**src/rtl/multiplier_datapath_taint_track_word_if.sv**
```systemverilog
// multiplier_datapath_taint_track_word_if: controller-to-datapath bus for the taint-tracked shift-add multiplier
//   master: drives operands, control strobes and all input taints; samples multiplierReg and product outputs
//   slave : the datapath; samples operands and strobes; drives multiplierReg, product, product_valid and their taints
interface multiplier_datapath_taint_track_word_if #(parameter int WIDTH = 4);
    logic [WIDTH-1:0]   multiplicand;
    logic               multiplicand_t;
    logic [WIDTH-1:0]   multiplier;
    logic               multiplier_t;
    logic               mdld, mdld_t;
    logic               mrld, mrld_t;
    logic               rsclear, rsclear_t;
    logic               rsload, rsload_t;
    logic               rsshr, rsshr_t;
    logic               productDone, productDone_t;
    logic [WIDTH-1:0]   multiplierReg;
    logic               multiplierReg_t;
    logic [2*WIDTH-1:0] product;
    logic               product_t;
    logic               product_valid;
    logic               product_valid_t;

    modport master (
        output multiplicand, multiplicand_t, multiplier, multiplier_t,
               mdld, mdld_t, mrld, mrld_t, rsclear, rsclear_t,
               rsload, rsload_t, rsshr, rsshr_t, productDone, productDone_t,
        input  multiplierReg, multiplierReg_t, product, product_t,
               product_valid, product_valid_t
    );

    modport slave (
        input  multiplicand, multiplicand_t, multiplier, multiplier_t,
               mdld, mdld_t, mrld, mrld_t, rsclear, rsclear_t,
               rsload, rsload_t, rsshr, rsshr_t, productDone, productDone_t,
        output multiplierReg, multiplierReg_t, product, product_t,
               product_valid, product_valid_t
    );
endinterface

```
**src/rtl/multiplier_datapath_taint_track_word.sv**
```systemverilog
// multiplier_datapath_taint_track_word: shift-add multiplier datapath with one sticky taint bit per register
//   clk : clock, all state updates on posedge
//   rst : synchronous active-low reset
//   bus : slave side of the controller bus (operands, strobes and taints in; multiplierReg, product, product_valid and taints out)
module multiplier_datapath_taint_track_word #(
    parameter int WIDTH = 4
) (
    input logic clk,
    input logic rst,
    multiplier_datapath_taint_track_word_if.slave bus
);
    logic [WIDTH-1:0]   md, mr;
    logic               md_t, mr_t;
    logic [2*WIDTH:0]   rs, rs_next;
    logic               rs_t, rs_t_next;
    logic [WIDTH:0]     rs_add;
    logic               st;
    logic [2*WIDTH-1:0] product;
    logic               product_t, product_valid, product_valid_t;

    // Upper half plus MD; the carry lands in the extra MSB of RS.
    assign rs_add = {1'b0, rs[2*WIDTH-1:WIDTH]} + {1'b0, md};
    assign st     = bus.rsclear_t | bus.rsload_t | bus.rsshr_t;

    always_comb begin
        rs_next   = bus.rsclear ? '0
                  : bus.rsload  ? {rs_add, rs[WIDTH-1:0]}
                  : bus.rsshr   ? rs >> 1
                  : rs;
        // A tainted rsload strobe may have added MD, so MD's taint flows in.
        rs_t_next = bus.rsclear ? st
                  : rs_t | st | ((bus.rsload | bus.rsload_t) & md_t);
    end

    always_ff @(posedge clk) begin
        if (!rst) begin
            md              <= '0;
            md_t            <= 1'b0;
            mr              <= '0;
            mr_t            <= 1'b0;
            rs              <= '0;
            rs_t            <= 1'b0;
            product         <= '0;
            product_t       <= 1'b0;
            product_valid   <= 1'b0;
            product_valid_t <= 1'b0;
        end else begin
            md              <= bus.mdld ? bus.multiplicand : md;
            md_t            <= bus.mdld ? (bus.multiplicand_t | bus.mdld_t) : (md_t | bus.mdld_t);
            mr              <= bus.mrld ? bus.multiplier : mr;
            mr_t            <= bus.mrld ? (bus.multiplier_t | bus.mrld_t) : (mr_t | bus.mrld_t);
            rs              <= rs_next;
            rs_t            <= rs_t_next;
            product         <= bus.productDone ? rs_next[2*WIDTH-1:0] : product;
            product_t       <= bus.productDone ? (rs_t_next | bus.productDone_t) : product_t;
            product_valid   <= bus.productDone;
            product_valid_t <= bus.productDone_t;
        end
    end

    assign bus.multiplierReg   = mr;
    assign bus.multiplierReg_t = mr_t;
    assign bus.product         = product;
    assign bus.product_t       = product_t;
    assign bus.product_valid   = product_valid;
    assign bus.product_valid_t = product_valid_t;
endmodule

```
**src/flat_wrapper.sv**
```systemverilog
// flat-port wrapper written by rule: the top's interface ports become plain ports
module multiplier_datapath_taint_track_word_flat 
#(
    parameter int WIDTH = 4
)
  (clk, rst, bus_multiplicand, bus_multiplicand_t, bus_multiplier, bus_multiplier_t, bus_mdld, bus_mdld_t, bus_mrld, bus_mrld_t, bus_rsclear, bus_rsclear_t, bus_rsload, bus_rsload_t, bus_rsshr, bus_rsshr_t, bus_productDone, bus_productDone_t, bus_multiplierReg, bus_multiplierReg_t, bus_product, bus_product_t, bus_product_valid, bus_product_valid_t);
  multiplier_datapath_taint_track_word_if #(.WIDTH(WIDTH)) bus_i ();
  input logic clk;
  input logic rst;
  input wire logic [$bits(bus_i.multiplicand)-1:0] bus_multiplicand;
  input wire logic [$bits(bus_i.multiplicand_t)-1:0] bus_multiplicand_t;
  input wire logic [$bits(bus_i.multiplier)-1:0] bus_multiplier;
  input wire logic [$bits(bus_i.multiplier_t)-1:0] bus_multiplier_t;
  input wire logic [$bits(bus_i.mdld)-1:0] bus_mdld;
  input wire logic [$bits(bus_i.mdld_t)-1:0] bus_mdld_t;
  input wire logic [$bits(bus_i.mrld)-1:0] bus_mrld;
  input wire logic [$bits(bus_i.mrld_t)-1:0] bus_mrld_t;
  input wire logic [$bits(bus_i.rsclear)-1:0] bus_rsclear;
  input wire logic [$bits(bus_i.rsclear_t)-1:0] bus_rsclear_t;
  input wire logic [$bits(bus_i.rsload)-1:0] bus_rsload;
  input wire logic [$bits(bus_i.rsload_t)-1:0] bus_rsload_t;
  input wire logic [$bits(bus_i.rsshr)-1:0] bus_rsshr;
  input wire logic [$bits(bus_i.rsshr_t)-1:0] bus_rsshr_t;
  input wire logic [$bits(bus_i.productDone)-1:0] bus_productDone;
  input wire logic [$bits(bus_i.productDone_t)-1:0] bus_productDone_t;
  output wire logic [$bits(bus_i.multiplierReg)-1:0] bus_multiplierReg;
  output wire logic [$bits(bus_i.multiplierReg_t)-1:0] bus_multiplierReg_t;
  output wire logic [$bits(bus_i.product)-1:0] bus_product;
  output wire logic [$bits(bus_i.product_t)-1:0] bus_product_t;
  output wire logic [$bits(bus_i.product_valid)-1:0] bus_product_valid;
  output wire logic [$bits(bus_i.product_valid_t)-1:0] bus_product_valid_t;
  assign bus_i.multiplicand = bus_multiplicand;
  assign bus_i.multiplicand_t = bus_multiplicand_t;
  assign bus_i.multiplier = bus_multiplier;
  assign bus_i.multiplier_t = bus_multiplier_t;
  assign bus_i.mdld = bus_mdld;
  assign bus_i.mdld_t = bus_mdld_t;
  assign bus_i.mrld = bus_mrld;
  assign bus_i.mrld_t = bus_mrld_t;
  assign bus_i.rsclear = bus_rsclear;
  assign bus_i.rsclear_t = bus_rsclear_t;
  assign bus_i.rsload = bus_rsload;
  assign bus_i.rsload_t = bus_rsload_t;
  assign bus_i.rsshr = bus_rsshr;
  assign bus_i.rsshr_t = bus_rsshr_t;
  assign bus_i.productDone = bus_productDone;
  assign bus_i.productDone_t = bus_productDone_t;
  assign bus_multiplierReg = bus_i.multiplierReg;
  assign bus_multiplierReg_t = bus_i.multiplierReg_t;
  assign bus_product = bus_i.product;
  assign bus_product_t = bus_i.product_t;
  assign bus_product_valid = bus_i.product_valid;
  assign bus_product_valid_t = bus_i.product_valid_t;
  multiplier_datapath_taint_track_word #(.WIDTH(WIDTH)) u_core (.clk(clk), .rst(rst), .bus(bus_i));
endmodule
```
**config.mk**
```make
export PLATFORM = sky130hd
export DESIGN_NAME = multiplier_datapath_taint_track_word_flat
export DESIGN_NICKNAME = d
export VERILOG_FILES = /design/src/rtl/multiplier_datapath_taint_track_word_if.sv /design/src/rtl/multiplier_datapath_taint_track_word.sv /design/src/flat_wrapper.sv
export SDC_FILE = /design/constraint.sdc
export NUM_CORES = 1
export LEC_CHECK = 0
export ABC_AREA = 1
export ABC_CLOCK_PERIOD_IN_PS = 1500
export CORE_MARGIN = 10
export CORE_UTILIZATION = 38
export DETAILED_ROUTE_END_ITERATION = 8
export GPL_TIMING_DRIVEN = 0
export PLACE_DENSITY = 0.7
export SLEW_MARGIN = 20
export SYNTH_ARGS = -nofsm -noshare
export SYNTH_HDL_FRONTEND = slang
export SYNTH_SLANG_ARGS = --single-unit
```
**constraint.sdc**
```tcl
create_clock -name clk -period 1.5 [get_ports clk]
set_clock_uncertainty 0.1 [all_clocks]
set_input_delay 0.15 -clock clk [delete_from_list [all_inputs] [get_ports clk]]
set_output_delay 0.15 -clock clk [all_outputs]
set_load 0.02 [all_outputs]
```
==> metrics.md <==
| Metric | Value |
|---|---|
| Status | `finished with violations` |
| Failing checks | `negative setup slack` |
| Register bit total from synthesis | `31` |
| Nets | `239` |
| Clk buf depth | `2` |
| Leak | `0.8352 nW` |
| Final worst-path cycle share | `103.1%` |
| CTS tree | `yes` |
| Maximum fanout along the worst path | `3` |
| Overall Power | `1.731 mW` |
| Vias per cell | `4.630` |
| WP data required | `1670 ps` |
| Pre-CTS setup slack | `-189.4 ps` |
| Post-synthesis sequential area ratio | `48.02%` |
| Peak Freq | `0.6469 GHz` |
| Synth Warn # | `0` |
| Syn avg cell area | `7.881 um^2` |
| Top post-synthesis cells by count | `31 x dfxtp_1, 31 x nor2_1, 20 x inv_1` |
| CP endpoint kind | `flip-flop` |
| Sum of negative setup slack | `-58.21 ps` |
| Worst path cell trace | `ha_4, inv_2, fa_2, a21oi_2, o221ai_2, a21oi_1` |
| Sw Ratio | `26.15%` |
| Least-Margin Pin Slew | `351.3 ps` |
| WL/cell | `12.13 um` |
| Hold Slack | `297.3 ps` |
| Post-route ant nets | `0` |
| Simple-Gate Fraction of Synth Area | `17.91%` |
| Vias post-DR | `1190` |
| Adder-Cell Fraction of Synth Area | `5.421%` |
| Post-synth EDFFs | `0` |
| Non-Filler Instances | `257` |
| Layout cells sized above 1 | `13.74%` |
| DR DRC count | `0` |
| Register cell area after layout | `624.3 um^2` |
| Hold Path Stages | `3` |
| I/O Pins | `40` |
| # rows | `21` |
| Vias in the first global route | `1170` |
| Mapped Nets | `193` |
| Unrepaired setup endpoints after global routing | `yes` |
| Main synth FF type | `dfxtp_1` |
| Hold path startpoint | `bus_productDone_t` |
| Die footprint | `6134 um^2` |
| Initial core utilization | `39.04%` |
| Clock network power share | `31.6%` |
| Final wirelength | `3118 um` |
| Synth Area in Compound Gates | `20.62%` |
| # setup viols final | `3` |
| GP Congestion | `0.7737` |
| Final WS setup | `-45.93 ps` |
| Startpoint Class | `flip-flop` |
| CTS root buf | `clkbuf_4` |
| Antenna violations before repair | `0` |
| Flop-to-flop setup slack | `-50 ps` |
| Die height | `78.32 um` |
| R2r endpoint | `u_core.bus.product[5]` |
| Crit Path Class | `reg2reg` |
| Synthesized area | `1292 um^2` |
| Port Buffers | `39` |
| Antenna Diode Count | `0` |
| Chip width | `78.32 um` |
| Placed Cells | `249` |
| Share of synthesized registers carrying an async set or reset | `0%` |
| Hold_buf cts | `0` |
| Core area | `3311 um^2` |
| GR Overflow Total | `0` |
| P_int | `1.278 mW` |
| P_sw | `0.4526 mW` |
| Area of the multi-input gates | `595.6 um^2` |
| Mux contribution to synthesized area | `0%` |
| Arrival time at the worst endpoint | `1710 ps` |
| Largest net degree at the start of global routing | `11` |
| Seq pwr share | `51.6%` |
| First-pass GRT wire length | `5188 um` |
| Max cap viols | `0` |
| Gr usage total | `10.51%` |
| Hold path endpoint | `u_core.bus.product_valid_t` |
| Initial drt markers | `64` |
| Post-CTS Setup Inserts | `0` |
| Num CTS Buffers | `5` |
| Biggest area consumer among synthesized cells | `dfxtp_1` |
| Comb power frac | `16.8%` |
| Post-DP HPWL | `2458 um` |
| Netlist cell types | `22` |
| CTS clk-pin slew, worst paths | `90 ps` |
| Worst VDD drop | `0.5169 mV` |
| TritonCTS Sinks | `31` |
| Final hold vios | `0` |
| Post-layout min period | `1546 ps` |
| Fillers | `343` |
| Layout area overhead | `40.85%` |
| Mapped Cells | `164` |
| Pins over their slew limit | `0` |
| Slew HR | `76.51%` |
| Synth area leaders | `dfxtp_1 48%, nor2_1 9.0%, o21ai_0 7.4%, a21oi_1 6.2%, inv_1 5.8%` |
| Xor and xnor fraction of the mapped netlist area | `0%` |
| Min-Delay Path Class | `in2reg` |
| Yosys top cell area share | `48.02%` |
| Register-to-Register Path Depth | `6` |
| Pwr Density | `950.7 nW/um^2` |
| Largest family of logic cells by synthesized area | `compound AO/OA/AOI/OAI gates` |
| CP max-delay cell | `fa_2` |
| Drt first pass iters | `4` |
| CTS H-tree depth | `2` |
| Slowest cell delay on critical path | `430 ps` |
| Worst-Skew Late Latency | `330 ps` |
| RR Startpoint | `u_core.rs[4]` |
## metrics by stage
step / cell area (um^2) / util, %
after global routing: 1821 / 54.99
after global placement: 1744 / 52.68
after detailed placement: 1744 / 52.68
final: 1821 / 54.99
after floorplan: 1296 / -
after CTS: 1819 / 54.95
## power groups by stage
stage	Clock, mW	Combinational (mW)	Sequential (mW)
after floorplan	0	0.122	0.938
after global placement	0	0.302	0.910
after detailed placement	0	0.306	0.911
after CTS	0.564	0.296	0.893
after global routing	0.604	0.326	0.899
final	0.547	0.291	0.893
## routing by layer
metal	wire length (um)	track usage, %	vias to the layer above	part of all wire, %
met5	0	0	-	0
met4	48	4.659	0	1.5
met3	290	6.492	8	9.3
met2	1405	15.95	30	45
met1	1373	11.47	523	44
li1	-	-	629	-
## critical path: cells and delay by family, from the launching register on
family          cells  cell delay, ps
flops               1             350
buf+inv             1              50
fa+ha+maj           2             590
compound gates      3             390
## worst max path at each step
stage,start,end,depth (start not counted)
after floorplan,u_core.md[0],u_core.bus.product[5],6
after global placement,bus_rsload,u_core.bus.product[5],5
after detailed placement,bus_rsload,u_core.bus.product[5],5
after CTS,u_core.rs[4],u_core.bus.product[5],6
after global routing,u_core.rs[4],u_core.bus.product[5],6
final,u_core.rs[4],u_core.bus.product[5],6
## kinds of logic (layout without fill, tap and decap cells)
group / after synthesis / in the layout
and+or+nand+nor: 57 / 57
buffers and inverters: 26 / 73
AOI/OAI and AO/OA: 45 / 45
DFF: 31 / 31
adders and majority gates: 5 / 5
## flip-flops by register name, indices dropped and copies added (netlist names)
name / flops
u_core.bus.product_t: 1
u_core.md: 4
u_core.bus.product_valid_t: 1
u_core.md_t: 1
u_core.rs_t: 1
u_core.bus.multiplierReg: 4
u_core.rs: 9
u_core.bus.multiplierReg_t: 1
u_core.bus.product: 8
u_core.bus.product_valid: 1
## what timing repair did
item | CTS | global route
resized for setup | 25 | 1
setup endpoints to repair | 21 | 7
pin swaps | 5 | 5
## area by class of cell
cell class	instances	area share, %
repair buffers	39	20.34
inverters	23	4.880
multi-input cells	107	32.71
well taps	46	3.162
clock buffers	8	3.780
flip-flops and latches	31	34.30
plain buffers	3	0.8247
## placed cells by master, fill, tap and decap left out, drive strengths merged
cell           instances
dlygate4sd2           16
nand2                 18
o21ai                 20
a21o                   1
nor2                  31
dfxtp                 31
o211ai                 3
inv                   23
fa                     1
ha                     4
clkbuf                 9
nor3                   1
nand3                  7
clkdlybuf4s50         23
buf                    2
o21a                   1
a21oi                 19
o221ai                 1
Note: power is estimated with default switching activity, not from simulation.
